### src/rtl/fetch_pkg.sv
// Shared constants and state encoding for the instruction fetch sequencer.
package fetch_pkg;

    localparam int INST_W = 18;
    localparam int ADDR_W = 12;
    localparam logic [ADDR_W-1:0] RESET_PC = 12'h000;

    typedef enum logic [1:0] {
        IDLE   = 2'd0,
        FETCH  = 2'd1,
        DECODE = 2'd2,
        EXEC   = 2'd3
    } fetch_state_e;

endpackage

### src/rtl/inst_fetch_ctrl_ret_stack.sv
// Return-address LIFO with full/empty flags; push/pop take effect on the clock edge.
module ret_stack #(
    parameter int DEPTH = 4,
    parameter int W     = 12
) (
    input  logic         i_clk,
    input  logic         i_rst_n,
    input  logic         i_push,
    input  logic         i_pop,
    input  logic [W-1:0] i_data,
    output logic [W-1:0] o_top,
    output logic         o_full,
    output logic         o_empty
);
    import fetch_pkg::*;

    localparam int CW = $clog2(DEPTH + 1);
    localparam int IW = (DEPTH > 1) ? $clog2(DEPTH) : 1;

    logic [W-1:0]  r_mem [DEPTH];
    logic [CW-1:0] r_cnt;
    logic [IW-1:0] w_wr_idx;
    logic [IW-1:0] w_top_idx;
    logic [CW-1:0] w_cnt_dec;

    assign w_cnt_dec = r_cnt - CW'(1);
    assign w_wr_idx  = IW'(r_cnt);
    assign w_top_idx = IW'(w_cnt_dec);
    assign o_full    = (r_cnt == CW'(DEPTH));
    assign o_empty   = (r_cnt == '0);
    assign o_top     = r_mem[w_top_idx];

    always_ff @(posedge i_clk or negedge i_rst_n) begin
        if (!i_rst_n) begin
            r_cnt <= '0;
        end else if (i_push && !o_full) begin
            r_cnt <= r_cnt + CW'(1);
        end else if (i_pop && !o_empty) begin
            r_cnt <= w_cnt_dec;
        end
    end

    // Entry storage carries no reset; the count alone defines which entries are live.
    always_ff @(posedge i_clk) begin
        if (i_push && !o_full) begin
            r_mem[w_wr_idx] <= i_data;
        end
    end

endmodule

### src/rtl/inst_fetch_ctrl.sv
// Fetch/decode/execute sequencer owning the PC and instruction register.
// Optional return stack enabled by defining CALL_STACK_EN.
module inst_fetch_ctrl #(
    parameter int                   INST_W      = fetch_pkg::INST_W,
    parameter int                   ADDR_W      = fetch_pkg::ADDR_W,
    parameter logic [ADDR_W-1:0]    RESET_PC    = fetch_pkg::RESET_PC,
    parameter int                   STACK_DEPTH = 4
) (
    input  logic              clk_i,
    input  logic              rst_ni,
    input  logic              en_i,
    output logic              mem_req_o,
    output logic [ADDR_W-1:0] mem_addr_o,
    input  logic              mem_ack_i,
    input  logic [INST_W-1:0] mem_data_i,
    output logic [INST_W-1:0] inst_o,
    output logic              inst_valid_o,
    output logic              exec_o,
    input  logic              exec_done_i,
    input  logic              pc_load_i,
    input  logic [ADDR_W-1:0] pc_target_i,
    input  logic              call_i,
    input  logic              ret_i,
    output logic [ADDR_W-1:0] pc_o,
    output logic              stack_err_o
);
    import fetch_pkg::*;

    fetch_state_e      r_state;
    fetch_state_e      w_state_nxt;
    logic [ADDR_W-1:0] r_pc;
    logic [ADDR_W-1:0] w_pc_nxt;
    logic [ADDR_W-1:0] w_pc_inc;
    logic [INST_W-1:0] r_inst;
    logic              w_done;

    assign w_pc_inc = r_pc + ADDR_W'(1);
    assign w_done   = (r_state == EXEC) && exec_done_i;

    always_comb begin
        w_state_nxt = r_state;
        case (r_state)
            IDLE:    if (en_i) w_state_nxt = FETCH;
            FETCH:   if (mem_ack_i) w_state_nxt = DECODE;
            DECODE:  w_state_nxt = EXEC;
            EXEC:    if (exec_done_i) w_state_nxt = en_i ? FETCH : IDLE;
            default: w_state_nxt = IDLE;
        endcase
    end

`ifdef CALL_STACK_EN
    logic              w_push;
    logic              w_pop;
    logic              w_full;
    logic              w_empty;
    logic              w_err_set;
    logic [ADDR_W-1:0] w_top;
    logic              r_stack_err;

    // Conflicting or impossible stack requests flag an error and fall through to pc+1,
    // except an overflowing call, which still jumps.
    always_comb begin
        w_pc_nxt  = r_pc;
        w_push    = 1'b0;
        w_pop     = 1'b0;
        w_err_set = 1'b0;
        if (w_done) begin
            if (call_i && ret_i) begin
                w_err_set = 1'b1;
                w_pc_nxt  = w_pc_inc;
            end else if (ret_i) begin
                if (w_empty) begin
                    w_err_set = 1'b1;
                    w_pc_nxt  = w_pc_inc;
                end else begin
                    w_pop    = 1'b1;
                    w_pc_nxt = w_top;
                end
            end else if (call_i) begin
                w_pc_nxt  = pc_target_i;
                w_err_set = w_full;
                w_push    = !w_full;
            end else if (pc_load_i) begin
                w_pc_nxt = pc_target_i;
            end else begin
                w_pc_nxt = w_pc_inc;
            end
        end
    end

    ret_stack #(
        .DEPTH (STACK_DEPTH),
        .W     (ADDR_W)
    ) u_ret_stack (
        .i_clk   (clk_i),
        .i_rst_n (rst_ni),
        .i_push  (w_push),
        .i_pop   (w_pop),
        .i_data  (w_pc_inc),
        .o_top   (w_top),
        .o_full  (w_full),
        .o_empty (w_empty)
    );

    always_ff @(posedge clk_i or negedge rst_ni) begin
        if (!rst_ni) begin
            r_stack_err <= 1'b0;
        end else if (w_err_set) begin
            r_stack_err <= 1'b1;
        end
    end

    assign stack_err_o = r_stack_err;
`else
    logic w_unused_call_ret;

    always_comb begin
        w_pc_nxt = r_pc;
        if (w_done) begin
            w_pc_nxt = pc_load_i ? pc_target_i : w_pc_inc;
        end
    end

    assign w_unused_call_ret = &{1'b0, call_i, ret_i, (STACK_DEPTH > 0)};
    assign stack_err_o       = 1'b0;
`endif

    always_ff @(posedge clk_i or negedge rst_ni) begin
        if (!rst_ni) begin
            r_state <= IDLE;
            r_pc    <= RESET_PC;
            r_inst  <= '0;
        end else begin
            r_state <= w_state_nxt;
            r_pc    <= w_pc_nxt;
            if ((r_state == FETCH) && mem_ack_i) begin
                r_inst <= mem_data_i;
            end
        end
    end

    // Strobes decode straight from state so an async reset silences them at once.
    assign mem_req_o    = (r_state == FETCH);
    assign inst_valid_o = (r_state == DECODE);
    assign exec_o       = (r_state == EXEC);
    assign mem_addr_o   = r_pc;
    assign pc_o         = r_pc;
    assign inst_o       = r_inst;

endmodule

### config.mk
export PLATFORM = sky130hd
export DESIGN_NAME = inst_fetch_ctrl
export DESIGN_NICKNAME = d
export VERILOG_FILES = /design/src/rtl/fetch_pkg.sv /design/src/rtl/inst_fetch_ctrl_ret_stack.sv /design/src/rtl/inst_fetch_ctrl.sv
export SDC_FILE = /design/constraint.sdc
export NUM_CORES = 1
export LEC_CHECK = 0
export ABC_AREA = 1
export CORE_MARGIN = 8
export CORE_UTILIZATION = 41
export CTS_BUF_LIST = sky130_fd_sc_hd__clkbuf_16
export CTS_CLUSTER_SIZE = 30
export DETAILED_ROUTE_END_ITERATION = 8
export PLACE_DENSITY = 0.88
export SLEW_MARGIN = 20
export SYNTH_ARGS = -nofsm -noshare
export SYNTH_HDL_FRONTEND = slang
export SYNTH_HIERARCHICAL = 1
export SYNTH_SLANG_ARGS = --single-unit
export TNS_END_PERCENT = 50
### constraint.sdc
create_clock -name clk_i -period 1.7 [get_ports clk_i]
set_clock_uncertainty 0.15 [all_clocks]
set_input_delay 0.34 -clock clk_i [delete_from_list [all_inputs] [get_ports clk_i]]
set_output_delay 0.34 -clock clk_i [all_outputs]
set_load 0.01 [all_outputs]
**Word level (Yosys, flattened, before mapping)**

Index checks and enable logic that the tools add are counted.
W data, S select, Z words.

- Register bits after elaboration: 32
- Logic and storage cells: 20

- Equality and inequality tests: 6
- Reductions and logical operators: 4
- $add $sub $neg: 1
- Muxes and demuxes: 6

Operators by type and width:

| cell | number |
|---|---|
| $add A12 B1 Y12 const B | 1 |
| $mux W12 | 1 |
| $pmux W2 S4 | 1 |
| $mux W2 | 3 |
| $eq A2 B2 Y1 const B | 2 |
| $ne A2 B1 Y1 const B | 2 |
| $reduce_and A3 Y1 | 1 |
| $eq A2 B1 Y1 const B | 1 |
| $logic_and A1 B1 Y1 | 2 |
| $logic_not A2 Y1 | 1 |
| $ne A2 B2 Y1 const B | 1 |
| $mux W1 | 1 |

**Longest topological paths before layout**

- Depth in word-level cells: 3
- Mapped depth: 9
- Gate-level depth less buffers: 9

**Least setup slack after synthesis**

Ideal clock, no wire load.

- Kind: register to register
- Start: register r_state[1]
- End: register r_inst[0], in the netlist inst_o[0]
- Data required time: 1.425 ns
- Path buffers: 1
- Arrival: 1.327 ns
- Cell stages (with the launch flop): 6
- Library setup time: 0.125 ns
- Setup slack: 0.099 ns
- Cell sequence: dfrtp_1 > inv_1 > ha_1 > nand2_2 > buf_6 > mux2_2

- Word-level cells in the longest chain between the ends: 2

Ends and longest elaborated chain:

| item | line | RTL |
|---|---|---|
| start: declaration | inst_fetch_ctrl.sv:29 | `fetch_state_e r_state;` |
| start signal: assignment | inst_fetch_ctrl.sv:134 | `r_state <= w_state_nxt;` |
| $eq A2 B1 Y1 | n/a |  |
| net mem_req_o | inst_fetch_ctrl.sv:12 | `output logic mem_req_o,` |
| $logic_and A1 B1 Y1 | inst_fetch_ctrl.sv:136 | `if ((r_state == FETCH) && mem_ack_i) begin` |
| end signal: assignment | inst_fetch_ctrl.sv:137 | `r_inst <= mem_data_i;` |
| end: declaration | inst_fetch_ctrl.sv:34 | `logic [INST_W-1:0] r_inst;` |

The timed path passes the listed nets, and every way through them passes these cells.
A chain may end at the register's enable or synchronous reset.

**Final worst setup path**

- Start: register r_inst[2], in the netlist inst_o[2]
- End: output port inst_o[2]

RTL lines:

| item | line | RTL |
|---|---|---|
| end: declaration | inst_fetch_ctrl.sv:16 | `output logic [INST_W-1:0] inst_o,` |

No word-level cell between the ends.

==> flow_summary.ini <==
[status]
status = completed

[routing]
drtAntennaViolNets = 0
via_per_inst = 4.902
drc = 0
firstDrtPassIters = 4
finalWirelength_mm = 4.718
wl_per_cell_um = 14.38
vias = 1608
drtIter0Drc = 101

[global_routing]
grt_antenna_before_repair = 0
grt_pass1_vias = 1636
grt_use_total_pct = 14.43
grt_pass1_wl_mm = 7.445
grt_max_degree = 33
gr-total-overflow = 0

[worst_setup_path]
worstPathArrival_ns = 1.18
crit_required_ns = 1.21
path_max_fanout = 2
endpoint_kind = output pin
path_delay_family = buffers and inverters
crit_chain = clkdlybuf4s50_1
crit_path_start = inst_o[2]
cpPeakStageDelay_ns = 0.56
worstSetupPathType = reg2out
slowest_stage = clkdlybuf4s50_1
startpoint_type = flip-flop
r2r_start = r_state[1]
crit_buf_inv = 1

[yosys]
synth_common_cells = nand2_1 (43), dfrtp_1 (32), nor2_1 (19), mux2_2 (18), inv_1 (15)
yosys_warnings = 6
synth_most_common_cell = nand2_1
netlist_area_mm2 = 0.001743
synthArstFlopShare_pct = 100.0
synth_edf_count = 0
synth_area_leader_cell = dfrtp_1
syn_area_per_cell_um2 = 8.938
synth.area.top_cells = dfrtp_1 (46%), mux2_2 (12%), nand2_1 (9.3%), buf_4 (5.6%), nor2_1 (4.1%)
netlist.area_leader.share_pct = 45.94
synth_seq_area_share_pct = 45.94
synth_flop_cell = dfrtp_1
synth.distinct_cells = 24
syn_inst = 195
ys_ff_latch = 32
synth_nets = 238

[cts]
cts-hold-fix-buffers = 0
cts_made_buffers = 5
h-tree-depth = 2
clock-sinks = 32
clk_latency_ns = 0.27
clk_pin_slew_ns = 0.05
tritoncts = built
cts-root-buf = clkbuf_16
post_cts_buffers = 0
clk_path_buf_depth = 2

[timing]
setup_ws_ns = 0.02783
fmax_ghz = 0.5980
setup_violations = 0
final.setup.tns_ns = 0
report.final.slew_viol_count = 0
timing.final.crit_period_ns = 1.672
period_share_pct = 98.36
hold_viol_final = 0

[place]
place.gp.congestion = 0.8208
dp_hpwl_mm = 3.566
dp.cells = 319
io_buffers = 80
place_ws_ns = -0.03262
placed_cell_area_mm2 = 0.002592

[layout]
fin_nets = 320
drive_gt1_share_pct = 20.50
multi_input_area_um2 = 763.2
num_antenna_cells = 0
design_area_mm2 = 0.002778
final_util_pct = 68.46
syn_to_final_growth_pct = 59.37
finalNonFillerCells = 328
fillers = 333
regArea_um2 = 807.0

[pwr]
power_per_cell_area_mw_per_mm2 = 1772
vdd_drop_max_mv = 0.9911
p_leak_nw = 1.339

[floorplan]
rows = 23
core_area_mm2 = 0.004058
boundaryPins = 84
fp.dieW_um = 81.20
initial_core_util_pct = 42.95
die_h_um = 81.20
die_area_mm2 = 0.006593

[hold_path]
hold_class = in2async

[job]
max_cap_viol_count = 0
[cells by family (layout without fill, tap and decap cells)]
family,Yosys count,in the layout,share of synthesized area [%]
flops,32,32,45.94
simple gates,82,82,20.60
fa+ha+maj,5,5,3.589
mux,18,18,11.63
xor+xnor,1,1,0.5026
other cells,1,1,0.2152
compound gates,22,22,6.676
buf+inv,34,117,10.84
[final timing paths]
| check | cells past startpoint | endpoint | slack (ns) |
|---|---|---|---|
| worst max-delay path | 1 | inst_o[2] | 0.03 |
| worst max register to register | 6 | inst_o[4] | 0.08 |
| worst min-delay path | 2 | mem_addr_o[0] | 0.28 |
| max in group asynchronous | 2 | mem_addr_o[5] | 0.93 |
| min in group clk_i | 1 | inst_o[3] | 0.35 |
| worst min register to register | 1 | inst_o[3] | 0.35 |
[final cells by class]
type	count	share of cell area, %
Clock buffer	5	4.505
Clock inverter	3	1.532
Inverter	16	2.162
Multi-Input combinational cell	129	27.48
Sequential cell	32	29.05
Tap cell	50	2.252
Timing Repair Buffer	93	33.02
[routing by layer]
| layer | vias to the layer above | share of wire [%] | GRT usage, % |
|---|---|---|---|
| met5 | - | 0 | 0 |
| met1 | 757 | 37 | 15.05 |
| met3 | 6 | 12 | 7.285 |
| met2 | 67 | 50 | 24.62 |
| li1 | 778 | - | - |
| met4 | 0 | 1.2 | 5.000 |
[sequential cells by signal, summed over array words and instances, names as in the netlist]
name	count
inst_o	18
mem_addr_o	12
r_state	2
[layout by cell type, fill, tap and decap left out, drive strengths merged, types with 5 or more instances in the layout]
cell	instances
a21oi	13
buf	12
clkbuf	7
clkdlybuf4s50	48
dfrtp	32
dlygate4sd2	25
dlymetal6s2s	5
ha	5
inv	16
mux2	18
nand2	46
nand3	8
nor2	22
o21ai	5
[what timing repair did]
item / 4_1_cts / 5_1_grt
endpoints found under the setup margin: 27 / 19
gates resized for setup: 33 / 11
gates cloned: 0 / 1
[power breakdown]
group	internal, W	switching [W]	total, W
Sequential	0.00116	0.000346	0.00151
Combinational	0.00131	0.00111	0.00241
Clock	0.000687	0.000313	0.00100
[metrics by stage]
stage          hold WS, ns  power (W)
5_1_grt             0.3065   0.005290
6_report            0.2799   0.004923
2_1_floorplan      -0.1056   0.002822
4_1_cts             0.2930   0.004967
3_5_place_dp        0.3463   0.004145
3_3_place_gp        0.3357   0.004049
No activity file was read; power rests on OpenSTA's default activity.
